[src/rtl/ahb_sync_req_tx.sv]
// ahb_sync_req_tx: initiator side of a req/ack register-transfer handshake.
// The receiver lives in another clock domain and answers with an asynchronous
// ack pulse.
//
// Ports:
//   HCLK, HRESET          block clock and synchronous active-high reset
//   start                 one-cycle send request; honoured only while busy = 0
//   DADR_IN/CADR_IN/DLEN_IN  values captured on an accepted start
//   ack_in                receiver ack, asynchronous to HCLK
//   req                   registered handshake request
//   DADR/CADR/DLEN        registered held values, stable while req is high
//   busy                  high whenever the FSM is not idle
//   done / err            one-cycle pulses: ack seen / timed out waiting for ack
module ahb_sync_req_tx #(
  parameter int unsigned ADDR_WIDTH     = 6,
  parameter int unsigned TIMEOUT_CYCLES = 64,
  parameter int unsigned GUARD_CYCLES   = 8
) (
  input  logic                  HCLK,
  input  logic                  HRESET,
  input  logic                  start,
  input  logic [ADDR_WIDTH-1:0] DADR_IN,
  input  logic [ADDR_WIDTH-1:0] CADR_IN,
  input  logic [1:0]            DLEN_IN,
  input  logic                  ack_in,
  output logic                  req,
  output logic [ADDR_WIDTH-1:0] DADR,
  output logic [ADDR_WIDTH-1:0] CADR,
  output logic [1:0]            DLEN,
  output logic                  busy,
  output logic                  done,
  output logic                  err
);

  localparam int unsigned MaxCycles = (TIMEOUT_CYCLES > GUARD_CYCLES) ? TIMEOUT_CYCLES
                                                                      : GUARD_CYCLES;
  localparam int unsigned TimerW    = $clog2(MaxCycles);

  localparam logic [TimerW-1:0] TimeoutLast = TimerW'(TIMEOUT_CYCLES - 1);
  localparam logic [TimerW-1:0] GuardLast   = TimerW'(GUARD_CYCLES - 1);

  typedef enum logic [1:0] {
    StIdle,
    StReq,
    StGuard
  } state_e;

  state_e                  state_q;
  logic                    req_q;
  logic [ADDR_WIDTH-1:0]   dadr_q;
  logic [ADDR_WIDTH-1:0]   cadr_q;
  logic [1:0]              dlen_q;
  logic                    done_q;
  logic                    err_q;
  logic                    ack_s1_q;
  logic                    ack_s2_q;
  logic                    ack_s3_q;
  logic [TimerW-1:0]       timer_q;
  logic                    ack_rise;

  // s1/s2 form the synchroniser; s3 only remembers s2 for edge detection.
  assign ack_rise = ack_s2_q & ~ack_s3_q;

  always_ff @(posedge HCLK) begin
    if (HRESET) begin
      state_q  <= StIdle;
      req_q    <= 1'b0;
      dadr_q   <= '0;
      cadr_q   <= '0;
      dlen_q   <= '0;
      done_q   <= 1'b0;
      err_q    <= 1'b0;
      ack_s1_q <= 1'b0;
      ack_s2_q <= 1'b0;
      ack_s3_q <= 1'b0;
      timer_q  <= '0;
    end else begin
      ack_s1_q <= ack_in;
      ack_s2_q <= ack_s1_q;
      ack_s3_q <= ack_s2_q;
      done_q   <= 1'b0;
      err_q    <= 1'b0;

      case (state_q)
        StIdle: begin
          if (start) begin
            dadr_q  <= DADR_IN;
            cadr_q  <= CADR_IN;
            dlen_q  <= DLEN_IN;
            req_q   <= 1'b1;
            timer_q <= '0;
            state_q <= StReq;
          end
        end

        StReq: begin
          // Ack takes priority over a timeout landing on the same cycle.
          if (ack_rise) begin
            req_q   <= 1'b0;
            done_q  <= 1'b1;
            timer_q <= '0;
            state_q <= StGuard;
          end else if (timer_q == TimeoutLast) begin
            req_q   <= 1'b0;
            err_q   <= 1'b1;
            timer_q <= '0;
            state_q <= StGuard;
          end else begin
            timer_q <= timer_q + TimerW'(1);
          end
        end

        StGuard: begin
          // Return-to-zero interval; late acks and new starts are dropped here.
          if (timer_q == GuardLast) begin
            timer_q <= '0;
            state_q <= StIdle;
          end else begin
            timer_q <= timer_q + TimerW'(1);
          end
        end

        default: begin
          req_q   <= 1'b0;
          timer_q <= '0;
          state_q <= StIdle;
        end
      endcase
    end
  end

  assign req  = req_q;
  assign DADR = dadr_q;
  assign CADR = cadr_q;
  assign DLEN = dlen_q;
  assign busy = (state_q != StIdle);
  assign done = done_q;
  assign err  = err_q;

endmodule
[config.mk]
export PLATFORM = sky130hd
export DESIGN_NAME = ahb_sync_req_tx
export DESIGN_NICKNAME = d
export VERILOG_FILES = /design/src/rtl/ahb_sync_req_tx.sv
export SDC_FILE = /design/constraint.sdc
export NUM_CORES = 1
export LEC_CHECK = 0
export CAP_MARGIN = 20
export CORE_MARGIN = 1.5
export CORE_UTILIZATION = 45
export DETAILED_ROUTE_END_ITERATION = 12
export PLACE_DENSITY = 0.78
export SLEW_MARGIN = 20
export SYNTH_ARGS = -nofsm -noshare
export SYNTH_HDL_FRONTEND = slang
export SYNTH_SLANG_ARGS = --single-unit
[constraint.sdc]
create_clock -name HCLK -period 1.91 [get_ports HCLK]
set_clock_uncertainty 0.05 [all_clocks]
set_input_delay 0.191 -clock HCLK [delete_from_list [all_inputs] [get_ports HCLK]]
set_output_delay 0.191 -clock HCLK [all_outputs]
set_load 0.01 [all_outputs]
# --- Yosys cells after proc, flatten, opt, wreduce, memory -nomap -nowiden ---
# Index checks and enable logic that the tools add are counted.
totals:
  reg_bits: 28
  output_inout_bits: 18
  inputBits: 18
  wordCells: 46
classes:
  bitwise_logic: 4
  addsub: 1
  reduce_logical: 7
  muxes: 16
  n_eq_ne: 7
ops:
  columns: ["op", "count"]
  rows:
  - ["two-way mux 6 bit", 4]
  - ["case mux 6 bit (3 select lines)", 1]
  - ["two-way mux 2 bit", 4]
  - ["adder 6 x 1 -> 6 bit, second input constant", 1]
  - ["equality test 6 x 3 -> 1 bit, second input constant", 1]
  - ["equality test 6 bit, second input constant", 1]
  - ["case mux 2 bit (3 select lines)", 1]
  - ["AND reduction 3 bit", 2]
  - ["two-way mux 1 bit", 5]
  - ["inequality test 2 bit, second input constant", 2]
  - ["inequality test 3 bit, second input constant", 1]
  - ["inverter 1 bit", 3]
  - ["case mux 1 bit (3 select lines)", 1]
  - ["OR reduction 3 bit", 1]
  - ["equality test 2 x 1 -> 1 bit, second input constant", 1]
  - ["equality test 2 bit, second input constant", 1]
  - ["zero test 2 bit", 1]
  - ["AND reduction 2 bit", 1]
  - ["nonzero test 2 bit", 1]
  - ["OR reduction 2 bit", 1]
  - ["bitwise AND 1 bit", 1]

# --- Longest topological paths before layout ---
logic_depth:
  depth_word: 4
  depth_mapped: 7
  ltp_nobuf: 7

# --- Worst setup path before layout ---
# OpenSTA, ideal clock, no wires.
synth_path:
  kind: "reg2reg"
  from: "register timer_q[0]"
  to: "register state_q[1]"
  stages_incl_launch_ff: 7
  required_time_ps: 1732
  path_slack_ps: 332
  period_less_slack_ps: 1578
  n_path_buf: 0
  t_arrival_ps: 1401
  setup_time_ps: 128
  path_cell_list: "dfxtp_1 ha_1 nand4_1 o221a_4 nor3_2 mux2i_1 nor2_1"
synth_between:
  elab_chain_cells: 3
  elab_cells_between_ends: 5
  classes_between: "4 x eq/ne; 1 x reduce/logical"
synth_lines:
  columns: ["item", "line", "source"]
  rows:
  - ["from (decl)", "58", "logic [TimerW-1:0] timer_q;"]
  - ["from (signal assigned)", "109", "timer_q <= timer_q + TimerW'(1);"]
  - ["from (signal assigned)", "119", "timer_q <= timer_q + TimerW'(1);"]
  - ["equality test 6 bit or equality test 6 x 3 -> 1 bit (tied branches)", "103, 115", null]
  - ["inequality test 3 bit (no source line) or inequality test 2 bit (tied branches)", null, null]
  - ["AND reduction 3 bit (no source line) *", null, null]
  - ["to (signal assigned)", "102", "state_q <= StGuard;"]
  - ["to (signal assigned)", "107", "state_q <= StGuard;"]
  - ["to (signal assigned)", "117", "state_q <= StIdle;"]
  - ["to (decl)", "48", "state_e state_q;"]
# Every way passes the cells marked *; elsewhere a longest branch is shown, timed or not.
# A chain may end at the register's enable or synchronous reset.

# --- Final worst setup path ---
# Ends and elaborated chain as after synthesis.

==> summary.md <==
| Metric | Value |
|---|---|
| Status | `complete, no violations` |
| Htree depth | `1` |
| Drt total wl | `2434 µm` |
| Critical-path maximum fanout | `5` |
| Clk_lat worst skew | `0.32 ns` |
| Post-route DRC | `0` |
| Critical path's slowest cell | `dfxtp_1` |
| Vias/cell | `5.140` |
| Maximum number of pins on one net before global-route repair | `16` |
| Area leader, netlist | `dfxtp_1` |
| Layout Cells excl Fill | `200` |
| F_max | `570.6 MHz` |
| Syn Inst Count | `133` |
| Total global-route track usage | `0.1876` |
| Grt met1 use | `0.2074` |
| Post-layout min period | `1.753 ns` |
| P per Cell Area | `848.2 mW/mm²` |
| Initial Utilization | `0.4918` |
| Clock Tree Buf Depth | `2` |
| Area Growth Syn to Fin | `39.09%` |
| First-pass GRT wire length | `3864 µm` |
| Mean post-synth cell area | `8.495 µm²` |
| Met3 Usage GRT | `0.05085` |
| Rows | `17` |
| CP required | `2.07 ns` |
| Hold Path Stages | `3` |
| Slew Limit Fails | `0` |
| Slew HR | `0.6968` |
| Yosys warning count | `0` |
| Min-Delay Endpoint | `DADR[2]` |
| Post-synth top area share | `0.4961` |
| Clock tree sinks | `28` |
| Root Buffer Master | `clkbuf_4` |
| CP cell instances | `ha_1 > nand4_1 > o221a_4 > nor3_2 > mux2i_1 > nor2_1` |
| CTS tree | `done` |
| Crit-path max cell delay | `0.40 ns` |
| Synthesized cell area | `0.001130 mm²` |
| Antenna viol nets, final | `0` |
| Final nets | `195` |
| Gp weighted congestion | `0.8178` |
| Busiest grt layer | `met2` |
| EDFF count, synth | `0` |
| Crit path buf inv count | `0` |
| Tcrit/Tclk final | `0.9176` |
| Die X | `53.11 µm` |
| DRT Pass-1 Iters | `4` |
| Fin. Hold Viols | `0` |
| CP Class | `flop to flop` |
| Post-synth top cells | `34 x nand2_1, 28 x dfxtp_1, 19 x a21oi_1` |
| Share of cells above drive strength 1 | `0.07558` |
| Most common flop cell mapped by yosys | `dfxtp_1` |
| Initial antenna violation count | `0` |
| Crit end category | `flop` |
| Worst IR drop on VDD | `0.0007004 V` |
| Number of global-route vias before repair | `936` |
| DP Cell Count | `196` |
| Setup Viol. Count Final | `0` |
| Core Box Area | `0.002297 mm²` |
| Die area | `0.002820 mm²` |
| Hold_buf cts | `0` |
| Sequential area share after synthesis | `0.4961` |
| Die height | `53.11 µm` |
| IO buf count | `35` |
| Grt total ovfl | `0` |
| Max-Cap Viols | `0` |
| Launching point of the worst reg2reg path | `timer_q[0]` |
| Ranking of synthesized cells by area | `dfxtp_1 50%, nand2_1 11%, a21oi_1 8.4%` |
| Fin Hold WS | `0.3477 ns` |
| Hold WC Path Type | `primary input to flop` |
| Vias | `1,028` |
| Reg2reg end | `state_q[1]` |
| Setup TNS | `0 ns` |
| Reg2reg setup slack | `0.16 ns` |
| Most frequent cell after synthesis | `nand2_1` |
| FF+latch count, synth | `28` |
| RSZ-0062 raised after global routing | `no` |
| Post-synthesis cell type count | `31` |
| Worst Tran Pin Value | `0.4537 ns` |
| Syn Nets | `155` |
| CTS Buf Count | `3` |
| Reg clk slew, reported paths | `0.14 ns` |
| Ant diodes | `0` |
| Delay-heaviest family, CP | `simple AND/OR/NAND/NOR gates` |
| Start point of the worst hold path | `DADR_IN[2]` |
| Synth async-reset ratio | `0` |
| WL per Instance | `12.17 µm` |
| Worst Path Arrival | `1.91 ns` |
| Worst reg-to-reg path cell count | `6` |
| Crit path launch type | `flop` |
| Setup WS post-layout | `0.1574 ns` |
| I/O pin total | `36` |
| Leak | `0.6121 nW` |
| Iteration-0 DRC Markers | `14` |
| Hpwl dp | `1889 µm` |
| Post-place setup slack | `0.1862 ns` |
| Met2 Use GR | `0.3479` |
[worst reg2reg max path, stage by stage (launching register included)]
cell and delay [ns]:
dfxtp_1 0.40, ha_1 0.26, nand4_1 0.20, o221a_4 0.32
nor3_2 0.17, mux2i_1 0.20, nor2_1 0.05
[what timing repair did]
action,CTS,global route
endpoints found under the hold margin,0,0
resized for setup,1,2
pin swaps,0,0
endpoints found under the setup margin,1,1
setup buffers,0,0
[metrics by stage]
| stage | cell area, µm² | power, W | util |
|---|---|---|---|
| 2_1_floorplan | 1130 | 0.0008915 | - |
| 3_3_place_gp | 1530 | 0.001057 | 0.6661 |
| 3_5_place_dp | 1530 | 0.001070 | 0.6661 |
| 4_1_cts | 1568 | 0.001348 | 0.6825 |
| 5_1_grt | 1572 | 0.001419 | 0.6841 |
| 6_report | 1572 | 0.001333 | 0.6841 |
[placed cells by master, fill, tap and decap left out, types with 2 or more instances in the layout]
cell type        count
nand2_1             34
clkdlybuf4s50_1     34
dfxtp_1             26
a21oi_1             19
nor2_1               7
inv_1                6
ha_1                 4
buf_4                4
nor2b_1              3
clkbuf_4             3
nand4_1              2
nand2b_1             2
o21ai_0              2
nor3_1               2
xnor2_1              2
dfxtp_2              2
[flip-flops by register name, summed over array words and instances, names as in the netlist]
signal	flops
err	1
CADR	6
ack_s3_q	1
state_q	2
timer_q	6
ack_s1_q	1
DLEN	2
req	1
DADR	6
ack_s2_q	1
done	1
[metal layers]
metal | share of wire | vias up | routed length [µm]
met2 | 0.52 | 35 | 1261
met1 | 0.41 | 465 | 1009
met3 | 0.060 | 2 | 147
li1 | - | 526 | -
met5 | 0 | - | 0
met4 | 0.0066 | 0 | 16
[cell families (layout without fill, tap and decap cells)]
kind of cell	count (synthesis)	in the layout	share of synthesized area
compound gates	31	31	0.1728
buf+inv	10	49	0.03322
flops	28	28	0.4961
simple gates	57	57	0.2293
fa+ha+maj	4	4	0.04430
xor+xnor	2	2	0.01551
mux	1	1	0.008860
[where the power goes]
group | switching, W | total [W] | internal, W
clock network | 0.000160 | 0.000277 | 0.000117
registers | 0.0000288 | 0.000665 | 0.000636
logic | 0.000193 | 0.000391 | 0.000198
[how the worst max path moves through the flow]
stage                           from         end  slack, ns  depth (start not counted)
final                     timer_q[0]  state_q[1]       0.16                          6
after global routing      timer_q[0]  state_q[1]       0.05                          6
after CTS                 state_q[1]        busy       0.01                          4
after detailed placement  timer_q[0]  state_q[1]       0.19                          6
after global placement    timer_q[0]  state_q[1]       0.26                          6
after floorplan           timer_q[0]  state_q[1]       0.33                          6
[final cells by class]
cell class / count / area [µm²]
sequential: 28 / 563.0
clock buffer: 4 / 36.28
inverter: 6 / 22.52
fill: 202 / 725.7
timing repair buffer: 39 / 382.9
multi-input combinational: 95 / 531.8
tap: 28 / 35.03
Power figures use the tool's default switching activity.
==> variant 1 (same settings) <==
The parameter `GUARD_CYCLES` goes from 8 to 4.
--- a/src/rtl/ahb_sync_req_tx.sv
+++ b/src/rtl/ahb_sync_req_tx.sv
@@ -14,7 +14,7 @@
 module ahb_sync_req_tx #(
   parameter int unsigned ADDR_WIDTH     = 6,
   parameter int unsigned TIMEOUT_CYCLES = 64,
-  parameter int unsigned GUARD_CYCLES   = 8
+  parameter int unsigned GUARD_CYCLES   = 4
 ) (
   input  logic                  HCLK,
   input  logic                  HRESET,
Function: changed (a bounded check fails within 10 cycles, from zero or initial values and one cycle with HRESET high).
==> variant 1 against the original RTL <==
Synthesized area rose by 5.1%; worst hold slack improved by 0.0055 ns; final area rose by 2.9%; total power fell by 1.2%; synthesized cell count rose by 6.0%; highest routed layer unchanged; setup slack improved by 0.017 ns; sequential cell count did not move; wire length fell by 3.1%.
==> variant 1: results (changes against the original RTL) <==
[clocking]
clockBufferDepth = 2  ; unchanged
numCtsBuffers = 3  ; unchanged
clk_pin_slew_ns = 0.15
clk_latency_ns = 0.32  ; about the same
clockRootBuffer = clkbuf_4
cts_setup_buffers = 0  ; unchanged
htree_levels = 1  ; unchanged

[sta]
maxSlewHeadroom_pct = 65.59  ; -4.1 points

[placement]
io_buffers = 35  ; unchanged
dp_hpwl_mm = 1.882  ; -0.40%
placed_area_um2 = 1575  ; +2.9%
routabilityCongestion = 0.7979  ; -2.4%

[grt]
grt_pass1_wl_mm = 3.870  ; +0.16%
grt_pass1_vias = 967  ; +3.3%
antenna_found_initial = 0  ; unchanged
grt_usage_pct = 17.94  ; -0.82 points
grt_max_degree = 16  ; unchanged

[yosys]
muxShareOfSynthArea_pct = 0.8430  ; -0.043 points
synth_common_cells = 40 x nand2_1, 28 x dfxtp_1, 19 x a21oi_1
synthAdderAreaFrac_pct = 4.215  ; -0.21 points
seq_area_frac_synth_pct = 47.21  ; -2.4 points
ys.warnings.count = 0  ; unchanged
ys.flop_type = dfxtp_1
synthesis.nets = 163  ; +5.2%
synth-async-reset-ratio_pct = 0  ; unchanged
yosysUniqueCellTypes = 29  ; -6.5%
synth_compound_area_share_pct = 16.97  ; -0.31 points
synth_xor_xnor_area_share_pct = 0  ; -1.6 points
synth_area_leaders = dfxtp_1 47%, nand2_1 13%, a21oi_1 8.0%

[status]
status = completed

[power]
ir_worst_vdd_mv = 0.6873  ; -1.9%
p_leak_nw = 0.6213  ; +1.5%

[layout]
fillers = 215  ; +6.4%
drive_above_1_share_pct = 9.551  ; +2.0 points
nets = 201  ; +3.1%
diodes = 0  ; unchanged

[critical_path]
slowest_delay_ns = 0.38  ; -0.02 ns
critical_path.top_delay_family = simple AND/OR/NAND/NOR gates
critPathMaxFanout = 8  ; +3
cp.arrival_ns = 1.96  ; +0.05 ns
slowest_stage = or3_1

[routing]
wl_per_cell_um = 11.34  ; -6.8%
dr.pass1.iters = 5  ; +1
drt-initial-drc-count = 11  ; -3
vias_per_cell = 5.063  ; -1.5%

[min_path]
hp-class = in2reg

variant 1: cell count changes after synthesis, sizes merged, moves of 2 or more:
cell	unedited run	this run
nor2	8	5
and3b	1	3
nand4	2	0
nand3	0	5
xnor2	2	0
nand2	34	40
nor4	1	3
buf	0	3
nor3	3	1
variant 1: area by class of cell:
class	count	area, µm²	share of cell area [%]
flip-flops and latches	28	563.0	34.83
clock buffers	4	36.28	2.245
inverters	5	18.77	1.161
multi-input cells	102	578.1	35.76
repair buffers	39	382.9	23.68
well taps	30	37.54	2.322
variant 1: metal layers:
layer  share of wire (%)  routed length [µm]  vias up  global-route usage [%]
met1                  48                1136      481                   22.74
met5                   0                   0        -                       0
li1                    -                   -      547                       -
met4                0.42                  10        0                   8.750
met3                 4.5                 106        2                   4.918
met2                  47                1106       23                   27.91
variant 1: final timing paths:
kind,start,end,slack [ns],cells past startpoint
hold reg to reg,ack_s1_q,ack_s2_q,0.41,1
setup reg to reg,state_q[0],timer_q[4],0.17,7
setup / recovery,state_q[0],timer_q[4],0.17,7
hold / removal,CADR_IN[1],CADR[1],0.35,3
variant 1: worst register-to-register path, cell delays in order, from the launching register on:
cell and delay, ns:
dfxtp_2 0.37, inv_1 0.06, ha_1 0.23, nor2b_1 0.22, or3_1 0.38, a221oi_2 0.21
a21oi_1 0.06, nor2_1 0.09
variant 1: what timing repair did:
item,CTS,global route
gates resized for setup,1,2
setup endpoints to repair,1,1
pin swaps,0,0
variant 1: through the flow:
stage | hold WS, ns | power [mW] | setup slack (ns) | util [%] | std cells
floorplan | 0.2204 | 0.8889 | 0.2553 | - | 141
CTS | 0.3449 | 1.329 | 0.009848 | 65.10 | 208
finish | 0.3532 | 1.317 | 0.1748 | 65.25 | 208
global route | 0.3278 | 1.399 | 0.06452 | 65.25 | 208
global placement | 0.3815 | 1.036 | 0.2381 | 63.59 | 204
detailed placement | 0.3897 | 1.050 | 0.1772 | 63.59 | 204
variant 1: logic make-up after synthesis:
logic type,after synthesis
mux,1
simple gates,68
fa+ha+maj,4
flops,28
buf+inv,11
compound gates,29
variant 1: power by group:
| group | switching [mW] | internal [mW] |
|---|---|---|
| logic | 0.191 | 0.184 |
| registers | 0.0260 | 0.633 |
| clock network | 0.165 | 0.117 |
==> variant 2 (same flow settings) <==
Made on the original files. Put one more register stage on the output `err`, with the module's reset. The value now appears one clock later. The other outputs are not delayed to match. Comments in the files are not updated.
--- a/src/rtl/ahb_sync_req_tx.sv
+++ b/src/rtl/ahb_sync_req_tx.sv
@@ -135,6 +135,12 @@
   assign DLEN = dlen_q;
   assign busy = (state_q != StIdle);
   assign done = done_q;
-  assign err  = err_q;
+  always_ff @(posedge HCLK) begin
+    if (HRESET) begin
+      err <= '0;
+    end else begin
+      err <= err_q;
+    end
+  end
 
 endmodule
Behaviour: same outputs for any inputs over 10 cycles, from zero or initial values and one cycle with HRESET high; that may be too few to reach the edited logic, so the function may still have changed.
==> variant 2 against the original RTL <==
Sequential cell count up 1; synthesized area up 2.3%; via count down 0.19%; first-iteration DRC count up 14%; wire length down 3.0%; sequential power up 3%; worst hold slack better by 0.022 ns; setup slack better by 0.012 ns; clock power up 84%; die area up 2.2%; critical path depth unchanged; final area up 4.1%; total power up 18%; critical endpoint is now timer_q[0].
==> variant 2: results (changes against the original RTL) <==
[grt]
grt_max_degree = 15  ; -1
antenna_found_initial = 0  ; unchanged
met3_usage_pct = 5.833  ; +0.75 points
use_met2_pct = 29.07  ; -5.7 points
grt_usage_pct = 18.27  ; -0.49 points
grt_pass1_wl_mm = 3.739  ; -3.2%
grt_pass1_vias = 938  ; +0.21%
use_met1_pct = 21.25  ; +0.52 points

[placement]
io_buffers = 35  ; unchanged
placed_area_um2 = 1551  ; +1.4%
dp.cells = 199  ; +1.5%
routabilityCongestion = 0.8120  ; -0.71%
pre_cts_ws_ns = 0.1987  ; +0.01252 ns
dp_hpwl_mm = 1.768  ; -6.4%

[layout]
diodes = 0  ; unchanged
drive_above_1_share_pct = 7.345  ; -0.21 points
fillers = 214  ; +5.9%
postLayoutCellArea_um2 = 1635  ; +4.1%

[yosys]
synth-async-reset-ratio_pct = 0  ; unchanged
seq_area_frac_synth_pct = 50.22  ; +0.60 points
synthesis.nets = 157  ; +1.3%
synth_area_leaders = dfxtp_1 50%, nand2_1 11%, a21oi_1 8.2%
netlist_instances = 135  ; +1.5%
ys.warnings.count = 0  ; unchanged
synth_common_cells = 34 x nand2_1, 29 x dfxtp_1, 19 x a21oi_1
yosysUniqueCellTypes = 31  ; unchanged

[clocking]
clk_latency_ns = 0.31
numCtsBuffers = 5  ; +2
htree_levels = 2  ; +1
clk_pin_slew_ns = 0.09  ; -0.05 ns
clockBufferDepth = 2  ; unchanged
clockRootBuffer = clkbuf_4

[routing]
wl_per_cell_um = 11.40  ; -6.3%
dr.pass1.iters = 4  ; unchanged
vias = 1026  ; -0.19%
wirelength_mm = 2.360  ; -3.0%
drt-initial-drc-count = 16  ; +2

[status]
status = completed

[power]
switching_share_pct = 26.28  ; -2.4 points
p_leak_nw = 0.6305  ; +3.0%
power.density_nw_per_um2 = 959.5  ; +13%
clock_power_mw = 0.509  ; +84%
ir_worst_vdd_mv = 0.6906  ; -1.4%
seq_power_mw = 0.683  ; +3%

[sta]
holdWs_ns = 0.3694  ; +0.02178 ns
report.final.slew_viol_count = 0  ; unchanged
worstMarginPinSlew_ns = 0.4762  ; +0.02250 ns

[critical_path]
cp.arrival_ns = 1.89  ; -0.02 ns
critPathMaxFanout = 5  ; unchanged

[min_path]
hp-class = in2reg

==> variant 2: cell count changes after synthesis, sizes merged <==
cell | unedited run | this run
nor2b | 3 | 4
dfxtp | 28 | 29
==> variant 2: final timing paths <==
check,from,end,slack (ns),cells after the start
hold / removal,DADR_IN[4],DADR[4],0.37,3
hold reg to reg,err_q,err,0.40,1
setup / recovery,timer_q[0],timer_q[0],0.17,6
setup reg to reg,timer_q[0],timer_q[0],0.17,6
==> variant 2: timing repair <==
item,4_1_cts,5_1_grt
gates resized for setup,1,0
hold buffers,0,0
buffers inserted,0,0
setup endpoints to repair,1,0
==> variant 2: layout make-up <==
cell class,instances,area share [%]
Clock buffer,7,3.366
Inverter,6,1.377
Timing Repair Buffer,38,22.72
Multi-Input combinational cell,96,32.90
Sequential cell,29,35.50
Clock inverter,1,1.836
Tap cell,30,2.295
==> variant 2: per-layer routing <==
layer | part of all wire [%] | routed length [µm] | vias to the layer above
met2 | 48 | 1144 | 18
met4 | 1.9 | 44 | 0
met5 | 0 | 0 | -
li1 | - | - | 537
met1 | 46 | 1080 | 466
met3 | 3.9 | 91 | 5
==> variant 2: kinds of logic (layout without fill, tap and decap cells) <==
group / after synthesis / in the layout / share of synthesized area [%]
AOI/OAI and AO/OA: 31 / 31 / 16.88
xor gates and xnor gates: 2 / 2 / 1.515
buffers and inverters: 10 / 52 / 3.246
adders and majority gates: 4 / 4 / 4.329
muxes: 1 / 1 / 0.8658
and+or+nand+nor: 58 / 58 / 22.95
DFF: 29 / 29 / 50.22
==> variant 2: worst max-delay path, stage by stage, from the launching register on <==
cell     delay (ns)
dfxtp_1        0.39
ha_1           0.26
nand4_1        0.19
o221a_4        0.31
o21ai_1        0.17
a21o_1         0.21
nor2_1         0.06
